--- config.mk ---
export PLATFORM = sky130hd
export DESIGN_NAME = age_ordered_rs
export DESIGN_NICKNAME = d
export VERILOG_FILES = /design/src/rtl/rs_pkg.sv /design/src/rtl/rs_oldest_select.sv /design/src/rtl/age_ordered_rs.sv
export SDC_FILE = /design/constraint.sdc
export NUM_CORES = 2
export LEC_CHECK = 0
export BUFFER_PORTS_ARGS = -buffer_cell sky130_fd_sc_hd__buf_2
export CAP_MARGIN = 20
export CORE_ASPECT_RATIO = 1.4
export CORE_MARGIN = 4
export CORE_UTILIZATION = 30
export CTS_BUF_LIST = sky130_fd_sc_hd__clkbuf_8 sky130_fd_sc_hd__clkbuf_16
export CTS_CLUSTER_SIZE = 28
export DETAILED_ROUTE_END_ITERATION = 12
export PLACE_DENSITY = 0.44
export SLEW_MARGIN = 20
export SYNTH_ARGS = -nofsm -noshare
export SYNTH_HDL_FRONTEND = slang
export SYNTH_SLANG_ARGS = --single-unit
export TNS_END_PERCENT = 10
--- constraint.sdc ---
create_clock -name clk_in -period 12.67 [get_ports clk_in]
set_input_delay 0.6335 -clock clk_in [delete_from_list [all_inputs] [get_ports clk_in]]
set_output_delay 0.6335 -clock clk_in [all_outputs]
set_load 0.03 [all_outputs]
--- src/rtl/rs_pkg.sv ---
// rs_pkg: shared definitions for the age-ordered ALU reservation station.
//   - default widths for the RoB tag, datapath and ALU op fields
//   - op-class encodings shared with the ALU decoder
//   - entry record layout at the default widths (used by the ALU-side views)
package rs_pkg;

    localparam int unsigned RS_ROB_BITS = 4;
    localparam int unsigned RS_XLEN     = 32;
    localparam int unsigned RS_OP_BITS  = 6;
    localparam int unsigned RS_DEPTH    = 8;
    localparam int unsigned RS_AGE_BITS = $clog2(RS_DEPTH);

    // Op classes occupy the top bits of the ALU op field.
    typedef enum logic [2:0] {
        OpClsU = 3'd0,
        OpClsI = 3'd1,
        OpClsB = 3'd2,
        OpClsR = 3'd3,
        OpClsJ = 3'd4
    } op_class_e;

    typedef struct packed {
        logic                   valid;
        logic [RS_OP_BITS-1:0]  op;
        logic [RS_XLEN-1:0]     vj;
        logic [RS_XLEN-1:0]     vk;
        logic [RS_ROB_BITS-1:0] tj;
        logic [RS_ROB_BITS-1:0] tk;
        logic                   rj;
        logic                   rk;
        logic [RS_XLEN-1:0]     imm;
        logic [RS_ROB_BITS-1:0] dest;
        logic [RS_AGE_BITS-1:0] age;
    } rs_entry_t;

endpackage

--- src/rtl/rs_oldest_select.sv ---
// rs_oldest_select: DEPTH-input max-age reduction tree.
//   cand  - per-entry candidate flags
//   ages  - per-entry ages
//   idx   - index of the oldest candidate (lower index wins equal ages)
//   found - at least one candidate present
module rs_oldest_select
    import rs_pkg::*;
#(
    parameter int unsigned DEPTH    = 8,
    parameter int unsigned AGE_BITS = 3
) (
    input  logic [DEPTH-1:0]         cand,
    input  logic [AGE_BITS-1:0]      ages [DEPTH],
    output logic [$clog2(DEPTH)-1:0] idx,
    output logic                     found
);

    localparam int unsigned IDX_BITS = $clog2(DEPTH);

    // Heap layout: leaves at DEPTH..2*DEPTH-1, root at 1, slot 0 unused.
    logic                node_found [2*DEPTH];
    logic [AGE_BITS-1:0] node_age   [2*DEPTH];
    logic [IDX_BITS-1:0] node_idx   [2*DEPTH];

    always_comb begin
        for (int n = 0; n < 2 * DEPTH; n++) begin
            node_found[n] = 1'b0;
            node_age[n]   = '0;
            node_idx[n]   = '0;
        end
        for (int i = 0; i < DEPTH; i++) begin
            node_found[DEPTH+i] = cand[i];
            node_age[DEPTH+i]   = ages[i];
            node_idx[DEPTH+i]   = IDX_BITS'(i);
        end
        // Left subtree always holds lower indices, so >= gives the index tie-break.
        for (int n = DEPTH - 1; n >= 1; n--) begin
            if (node_found[2*n] &&
                (!node_found[2*n+1] || node_age[2*n] >= node_age[2*n+1])) begin
                node_found[n] = 1'b1;
                node_age[n]   = node_age[2*n];
                node_idx[n]   = node_idx[2*n];
            end else begin
                node_found[n] = node_found[2*n+1];
                node_age[n]   = node_age[2*n+1];
                node_idx[n]   = node_idx[2*n+1];
            end
        end
        found = node_found[1];
        idx   = node_idx[1];
    end

endmodule

--- src/rtl/age_ordered_rs.sv ---
// age_ordered_rs: ALU reservation station with oldest-ready dispatch.
// Optional feature macro: RS_PARTIAL_FLUSH_EN (adds flush_partial, rob_head, flush_tag).
// Ports:
//   clk_in, rst_in (async active-low), rdy_in (global stall), flush (full clear)
//   iss_*      - one instruction per cycle from issue, iss_ready = !full
//   cdb_*      - CDB_PORTS packed broadcast ports for wakeup
//   ex_*       - dispatch to ALU over valid/ready, payload of the oldest ready entry
//   count/full - occupancy
module age_ordered_rs
    import rs_pkg::*;
#(
    parameter int unsigned DEPTH     = 8,
    parameter int unsigned ROB_BITS  = RS_ROB_BITS,
    parameter int unsigned XLEN      = RS_XLEN,
    parameter int unsigned CDB_PORTS = 2,
    parameter int unsigned OP_BITS   = RS_OP_BITS
) (
    input  logic                          clk_in,
    input  logic                          rst_in,
    input  logic                          rdy_in,
    input  logic                          flush,
`ifdef RS_PARTIAL_FLUSH_EN
    input  logic                          flush_partial,
    input  logic [ROB_BITS-1:0]           rob_head,
    input  logic [ROB_BITS-1:0]           flush_tag,
`endif
    input  logic                          iss_valid,
    output logic                          iss_ready,
    input  logic [OP_BITS-1:0]            iss_op,
    input  logic [XLEN-1:0]               iss_imm,
    input  logic [ROB_BITS-1:0]           iss_dest,
    input  logic                          iss_j_rdy,
    input  logic                          iss_k_rdy,
    input  logic [ROB_BITS-1:0]           iss_j_tag,
    input  logic [ROB_BITS-1:0]           iss_k_tag,
    input  logic [XLEN-1:0]               iss_j_val,
    input  logic [XLEN-1:0]               iss_k_val,
    input  logic [CDB_PORTS-1:0]          cdb_valid,
    input  logic [CDB_PORTS*ROB_BITS-1:0] cdb_tag,
    input  logic [CDB_PORTS*XLEN-1:0]     cdb_val,
    output logic                          ex_valid,
    input  logic                          ex_ready,
    output logic [OP_BITS-1:0]            ex_op,
    output logic [XLEN-1:0]               ex_vj,
    output logic [XLEN-1:0]               ex_vk,
    output logic [XLEN-1:0]               ex_imm,
    output logic [ROB_BITS-1:0]           ex_dest,
    output logic [$clog2(DEPTH):0]        count,
    output logic                          full
);

    localparam int unsigned IDX_BITS = $clog2(DEPTH);
    localparam int unsigned CNT_BITS = $clog2(DEPTH) + 1;
    localparam logic [IDX_BITS-1:0] AGE_MAX = IDX_BITS'(DEPTH - 1);

    // Entry storage
    logic                valid_q [DEPTH], valid_d [DEPTH];
    logic                rj_q    [DEPTH], rj_d    [DEPTH];
    logic                rk_q    [DEPTH], rk_d    [DEPTH];
    logic [OP_BITS-1:0]  op_q    [DEPTH], op_d    [DEPTH];
    logic [XLEN-1:0]     vj_q    [DEPTH], vj_d    [DEPTH];
    logic [XLEN-1:0]     vk_q    [DEPTH], vk_d    [DEPTH];
    logic [XLEN-1:0]     imm_q   [DEPTH], imm_d   [DEPTH];
    logic [ROB_BITS-1:0] tj_q    [DEPTH], tj_d    [DEPTH];
    logic [ROB_BITS-1:0] tk_q    [DEPTH], tk_d    [DEPTH];
    logic [ROB_BITS-1:0] dest_q  [DEPTH], dest_d  [DEPTH];
    logic [IDX_BITS-1:0] age_q   [DEPTH], age_d   [DEPTH];

    // Unpacked broadcast ports
    logic [ROB_BITS-1:0] bc_tag [CDB_PORTS];
    logic [XLEN-1:0]     bc_val [CDB_PORTS];

    always_comb begin
        for (int p = 0; p < CDB_PORTS; p++) begin
            bc_tag[p] = cdb_tag[p*ROB_BITS +: ROB_BITS];
            bc_val[p] = cdb_val[p*XLEN +: XLEN];
        end
    end

    // Oldest-ready selection
    logic [DEPTH-1:0]    cand;
    logic [IDX_BITS-1:0] sel_idx;
    logic                sel_found;

    always_comb begin
        for (int i = 0; i < DEPTH; i++) begin
            cand[i] = valid_q[i] && rj_q[i] && rk_q[i];
        end
    end

    rs_oldest_select #(
        .DEPTH    (DEPTH),
        .AGE_BITS (IDX_BITS)
    ) u_select (
        .cand  (cand),
        .ages  (age_q),
        .idx   (sel_idx),
        .found (sel_found)
    );

    // Occupancy and lowest free slot, both from pre-edge state
    logic [IDX_BITS-1:0] free_idx;

    always_comb begin
        count    = '0;
        free_idx = '0;
        for (int i = DEPTH - 1; i >= 0; i--) begin
            count = count + CNT_BITS'(valid_q[i]);
            if (!valid_q[i]) free_idx = IDX_BITS'(i);
        end
    end

    assign full      = (count == CNT_BITS'(DEPTH));
    assign iss_ready = !full;

    // Operand capture at issue; descending loop leaves the lowest matching port in place.
    logic [XLEN-1:0] cap_jv, cap_kv;
    logic            cap_jr, cap_kr;

    always_comb begin
        cap_jv = iss_j_val;
        cap_jr = iss_j_rdy;
        cap_kv = iss_k_val;
        cap_kr = iss_k_rdy;
        for (int p = CDB_PORTS - 1; p >= 0; p--) begin
            if (!iss_j_rdy && cdb_valid[p] && bc_tag[p] == iss_j_tag) begin
                cap_jv = bc_val[p];
                cap_jr = 1'b1;
            end
            if (!iss_k_rdy && cdb_valid[p] && bc_tag[p] == iss_k_tag) begin
                cap_kv = bc_val[p];
                cap_kr = 1'b1;
            end
        end
    end

`ifdef RS_PARTIAL_FLUSH_EN
    // Distance from the RoB head decides youngness across tag wrap-around.
    function automatic logic is_younger(input logic [ROB_BITS-1:0] dest,
                                        input logic [ROB_BITS-1:0] head,
                                        input logic [ROB_BITS-1:0] tag);
        logic [ROB_BITS-1:0] dist_dest;
        logic [ROB_BITS-1:0] dist_tag;
        dist_dest = dest - head;
        dist_tag  = tag - head;
        return dist_dest > dist_tag;
    endfunction
`endif

    logic iss_accept;
    logic dispatch;

    always_comb begin
        iss_accept = iss_valid && !full;
`ifdef RS_PARTIAL_FLUSH_EN
        // An instruction being squashed this cycle must not enter.
        if (flush_partial && is_younger(iss_dest, rob_head, flush_tag)) iss_accept = 1'b0;
`endif
    end

    assign dispatch = sel_found && ex_ready;

    // Next-state
    always_comb begin
        for (int i = 0; i < DEPTH; i++) begin
            valid_d[i] = valid_q[i];
            rj_d[i]    = rj_q[i];
            rk_d[i]    = rk_q[i];
            op_d[i]    = op_q[i];
            vj_d[i]    = vj_q[i];
            vk_d[i]    = vk_q[i];
            imm_d[i]   = imm_q[i];
            tj_d[i]    = tj_q[i];
            tk_d[i]    = tk_q[i];
            dest_d[i]  = dest_q[i];
            age_d[i]   = age_q[i];
        end

        if (rdy_in) begin
            if (flush) begin
                for (int i = 0; i < DEPTH; i++) begin
                    valid_d[i] = 1'b0;
                    age_d[i]   = '0;
                end
            end else begin
                // Wakeup
                for (int i = 0; i < DEPTH; i++) begin
                    for (int p = CDB_PORTS - 1; p >= 0; p--) begin
                        if (valid_q[i] && !rj_q[i] && cdb_valid[p] && bc_tag[p] == tj_q[i]) begin
                            vj_d[i] = bc_val[p];
                            rj_d[i] = 1'b1;
                        end
                        if (valid_q[i] && !rk_q[i] && cdb_valid[p] && bc_tag[p] == tk_q[i]) begin
                            vk_d[i] = bc_val[p];
                            rk_d[i] = 1'b1;
                        end
                    end
                end

                if (dispatch) valid_d[sel_idx] = 1'b0;

                if (iss_accept) begin
                    for (int i = 0; i < DEPTH; i++) begin
                        if (valid_q[i] && age_q[i] != AGE_MAX) age_d[i] = age_q[i] + IDX_BITS'(1);
                    end
                    valid_d[free_idx] = 1'b1;
                    op_d[free_idx]    = iss_op;
                    imm_d[free_idx]   = iss_imm;
                    dest_d[free_idx]  = iss_dest;
                    tj_d[free_idx]    = iss_j_tag;
                    tk_d[free_idx]    = iss_k_tag;
                    vj_d[free_idx]    = cap_jv;
                    vk_d[free_idx]    = cap_kv;
                    rj_d[free_idx]    = cap_jr;
                    rk_d[free_idx]    = cap_kr;
                    age_d[free_idx]   = '0;
                end

`ifdef RS_PARTIAL_FLUSH_EN
                if (flush_partial) begin
                    for (int i = 0; i < DEPTH; i++) begin
                        if (valid_q[i] && is_younger(dest_q[i], rob_head, flush_tag)) begin
                            valid_d[i] = 1'b0;
                        end
                    end
                end
`endif
            end
        end
    end

    always_ff @(posedge clk_in or negedge rst_in) begin
        if (!rst_in) begin
            for (int i = 0; i < DEPTH; i++) begin
                valid_q[i] <= 1'b0;
                rj_q[i]    <= 1'b0;
                rk_q[i]    <= 1'b0;
                op_q[i]    <= '0;
                vj_q[i]    <= '0;
                vk_q[i]    <= '0;
                imm_q[i]   <= '0;
                tj_q[i]    <= '0;
                tk_q[i]    <= '0;
                dest_q[i]  <= '0;
                age_q[i]   <= '0;
            end
        end else begin
            for (int i = 0; i < DEPTH; i++) begin
                valid_q[i] <= valid_d[i];
                rj_q[i]    <= rj_d[i];
                rk_q[i]    <= rk_d[i];
                op_q[i]    <= op_d[i];
                vj_q[i]    <= vj_d[i];
                vk_q[i]    <= vk_d[i];
                imm_q[i]   <= imm_d[i];
                tj_q[i]    <= tj_d[i];
                tk_q[i]    <= tk_d[i];
                dest_q[i]  <= dest_d[i];
                age_q[i]   <= age_d[i];
            end
        end
    end

    // Payload is zero whenever nothing is presented.
    assign ex_valid = sel_found;
    assign ex_op    = sel_found ? op_q[sel_idx]   : '0;
    assign ex_vj    = sel_found ? vj_q[sel_idx]   : '0;
    assign ex_vk    = sel_found ? vk_q[sel_idx]   : '0;
    assign ex_imm   = sel_found ? imm_q[sel_idx]  : '0;
    assign ex_dest  = sel_found ? dest_q[sel_idx] : '0;

endmodule

==> load_flow_metrics.sql <==
INSERT INTO impl_metrics (metric_group, metric, value, unit) VALUES
('clock_tree', 'cts_htree_levels', '3', ''),
('global_routing', 'grt_pass1_wl', '379500', 'um'),
('sta', 'fin_setup_tns', '0', 'ns'),
('routing', 'routed_wire_length_per_instance', '27.42', 'um'),
('routing', 'postRouteAntennaNets', '0', ''),
('global_routing', 'grt.overflow.total', '0', ''),
('routing', 'vias_per_cell', '5.710', ''),
('global_routing', 'pin_count_of_the_biggest_net_entering_global_routing', '259', ''),
('clock_tree', 'cts.path.max_buffers', '3', ''),
('synthesis', 'synth-seq-area-share', '40.18', '%'),
('sta', 'worstMarginPinSlew', '1.210', 'ns'),
('global_routing', 'grt_antenna_before_repair', '58', ''),
('floorplan', 'die-area', '206600', 'sq um'),
('clock_tree', 'clock_tree.root_cell', 'sky130_fd_sc_hd__clkbuf_16', ''),
('sta', 'final.min_clock_period', '8.793', 'ns'),
('synthesis', 'synth_nets', '7132', ''),
('global_routing', 'number_of_global_route_vias_before_repair', '54198', ''),
('synthesis', 'synth_mux_area_share', '18.33', '%'),
('worst_setup_path', 'cp_max_fo', '128', ''),
('synthesis', 'postSynthRegisterBits', '960', ''),
('power', 'power_frac_comb', '21.1', '%'),
('routing', 'drt-pass1-iter-count', '6', ''),
('power', 'p_clk_share', '36.9', '%'),
('hold_path', 'min_path_type', 'input port to register', ''),
('synthesis', 'synth_xor_area_share', '1.992', '%'),
('synthesis', 'post_synth_num_cell_types', '60', ''),
('sta', 'final_max_slew_viol_count', '0', ''),
('clock_tree', 'cts_sinks', '960', ''),
('cells_and_area', 'layout.cells.non_filler', '9443', ''),
('routing', 'remaining_drc_errors', '0', ''),
('cells_and_area', 'post_route_cells_drive_above_1_share', '15.24', '%'),
('job', 'cap_violations', '0', ''),
('sta', 'final_report_hold_violation_count', '0', ''),
('floorplan', 'design.portCount', '309', ''),
('worst_setup_path', 'cp.required', '12.04', 'ns'),
('worst_setup_path', 'critical_path_arrival', '8.16', 'ns'),
('routing', 'wirelength', '258900', 'um'),
('clock_tree', 'clk_pin_slew_worst_paths', '0.06', 'ns'),
('synthesis', 'postSynth.asyncResetShare', '100.0', '%'),
('cells_and_area', 'final_util', '33.77', '%'),
('sta', 'setup_viol', '0', ''),
('worst_setup_path', 'critPathKind', 'register to output port', ''),
('worst_setup_path', 'crit_path_start_kind', 'register', ''),
('sta', 'max_freq', '0.1137', 'GHz'),
('synthesis', 'post_synth_and_or_nand_nor_area_fraction', '14.05', '%'),
('synthesis', 'yosysWarningCount', '0', ''),
('synthesis', 'synth_edf_count', '0', ''),
('outcome', 'outcome', 'completed', ''),
('synthesis', 'synthesis.instances', '6890', ''),
('power', 'leakagePower', '31.90', 'nW'),
('placement', 'dp.cells', '9203', ''),
('placement', 'portBuffers', '308', ''),
('floorplan', 'core_region_area', '197800', 'sq um'),
('power', 'netSwitchingFraction', '32.21', '%'),
('synthesis', 'syn_area', '59790', 'sq um'),
('synthesis', 'yosys_most_used_dff', 'sky130_fd_sc_hd__dfrtp_1', ''),
('placement', 'gpl.final_weighted_congestion', '0.8297', ''),
('clock_tree', 'clkLatencyLatePin', '0.76', 'ns'),
('synthesis', 'synthesis.area_per_instance', '8.678', 'sq um'),
('global_routing', 'grt_util_all_layers', '24.39', '%'),
('routing', 'vias', '53922', ''),
('sta', 'finalClockSkew', '0.03109', 'ns'),
('placement', 'post_dp_cell_area', '62810', 'sq um'),
('sta', 'final_min_period_over_clock_period', '69.40', '%'),
('floorplan', 'fp.dieW', '385.3', 'um'),
('cells_and_area', 'final_design_area_excluding_fillers', '66800', 'sq um'),
('routing', 'detailedRoute.firstIterationViolations', '4395', ''),
('clock_tree', 'tritoncts', 'built', ''),
('floorplan', 'placementRows', '193', ''),
('floorplan', 'dieHeight', '536.2', 'um'),
('worst_setup_path', 'endpoint_kind', 'output port', '');
cells by family after synthesis:
group,Yosys count
flops,960
buf+inv,766
mux,1045
fa+ha+maj,46
compound gates,1990
xor+xnor,136
simple gates,1947
routing by layer:
metal  wire length [um]  vias up  part of all wire [%]  track usage, %
met3              18880      490                   7.3           4.955
met2             121500     1942                    47           40.35
met5                287        -                  0.11               0
met1             108700    27169                    42           31.43
li1                   -    24279                     -               -
met4               9548       42                   3.7           8.998
path summary, 6_finish.rpt:
kind	start	end	slack, ns	cells after the start
min reg2reg	age_q[15]	age_q[15]	0.49	2
max	age_q[9]	ex_vj[29]	3.88	22
min	rdy_in	valid_q[3]	0.21	2
max in group asynchronous	rst_in	vk_q[109]	9.26	5
max reg2reg	valid_q[3]	imm_q[110]	5.91	16
min in group asynchronous	rst_in	imm_q[231]	0.48	2
synthesized netlist by cell type, drive strengths merged, types with 2 or more instances:
master	n	area (sq um)
ha	42	525.5
o22ai	214	1339
and2	3	18.77
nand3	15	80.08
nor2b	9	58.81
a222oi	3	30.03
mux2i	648	6486
or3b	2	17.52
nor2	1021	3832
o311ai	8	70.07
nor3	53	265.3
xor2	35	306.5
a22o	16	140.1
nand2b	9	56.30
a21oi	718	3593
a221o	2	20.02
o21ai	560	2806
o221ai	3	26.28
nand4	34	212.7
fa	4	80.08
clkbuf	583	2190
or4	211	1584
dfrtp	960	24020
mux2	397	4471
buf	146	740.7
nand2	576	2172
a211oi	449	3371
o21a	2	15.01
a21o	5	37.54
xnor2	101	884.6
and3	7	43.79
inv	37	138.9
state kept, by name, summed over array words and instances (netlist names), 24 cells and up:
name and count:
age_q 24, dest_q 32, imm_q 256, op_q 48, tj_q 32, tk_q 32
vj_q 256, vk_q 256
power by group through the flow:
stage	clock network, mW	logic [mW]	registers (mW)
floorplan	0	1.48	3.91
global placement	0	1.95	4.04
detailed placement	0	2.00	4.04
CTS	3.60	2.01	3.99
global route	3.72	2.25	4.06
finish	3.51	2.01	4.00
cell type report:
cell class                 instances  area, sq um
timing repair buffer             411         2456
clock inverter                    73        676.9
inverter                          37        138.9
sequential                       960        24020
antenna                           26        65.06
fill                           20497       131000
tap                             2632         3293
clock buffer                     140         3233
multi-input combinational       5164        32910
placed cells by master (no fill, tap or decap), types with 91 or more instances in the layout:
cell type / netlist / final
sky130_fd_sc_hd__nor2_1: 1021 / 1013
sky130_fd_sc_hd__dfrtp_1: 960 / 960
sky130_fd_sc_hd__a21oi_1: 718 / 717
sky130_fd_sc_hd__mux2i_1: 648 / 647
sky130_fd_sc_hd__nand2_1: 574 / 569
sky130_fd_sc_hd__a211oi_1: 449 / 449
sky130_fd_sc_hd__mux2_2: 397 / 396
sky130_fd_sc_hd__o21ai_0: 327 / 327
sky130_fd_sc_hd__buf_2: 73 / 307
sky130_fd_sc_hd__o21ai_1: 232 / 232
sky130_fd_sc_hd__o22ai_1: 214 / 214
sky130_fd_sc_hd__or4_1: 211 / 211
sky130_fd_sc_hd__clkbuf_16: 0 / 116
sky130_fd_sc_hd__xnor2_1: 101 / 101
sky130_fd_sc_hd__buf_4: 5 / 91
worst max-delay path, stage by stage (launching register included):
cell,delay [ns]
sky130_fd_sc_hd__dfrtp_1,0.40
sky130_fd_sc_hd__inv_1,0.11
sky130_fd_sc_hd__ha_1,0.24
sky130_fd_sc_hd__nor3b_1,0.19
sky130_fd_sc_hd__nor2_1,0.07
sky130_fd_sc_hd__o31ai_1,0.61
sky130_fd_sc_hd__mux2_2,0.44
sky130_fd_sc_hd__ha_1,0.20
sky130_fd_sc_hd__or3b_1,0.37
sky130_fd_sc_hd__a221oi_2,0.31
sky130_fd_sc_hd__nor2_1,0.20
sky130_fd_sc_hd__nor2_1,0.16
sky130_fd_sc_hd__a21oi_1,0.06
sky130_fd_sc_hd__ha_1,0.30
sky130_fd_sc_hd__nand2b_1,0.14
sky130_fd_sc_hd__a21o_1,0.19
sky130_fd_sc_hd__a221o_1,0.44
sky130_fd_sc_hd__nand3_4,0.42
sky130_fd_sc_hd__buf_12,0.65
sky130_fd_sc_hd__nor2_1,0.10
sky130_fd_sc_hd__or4_1,0.49
sky130_fd_sc_hd__a21oi_1,0.81
sky130_fd_sc_hd__buf_2,0.35
No activity file was read; power rests on OpenSTA's default activity.
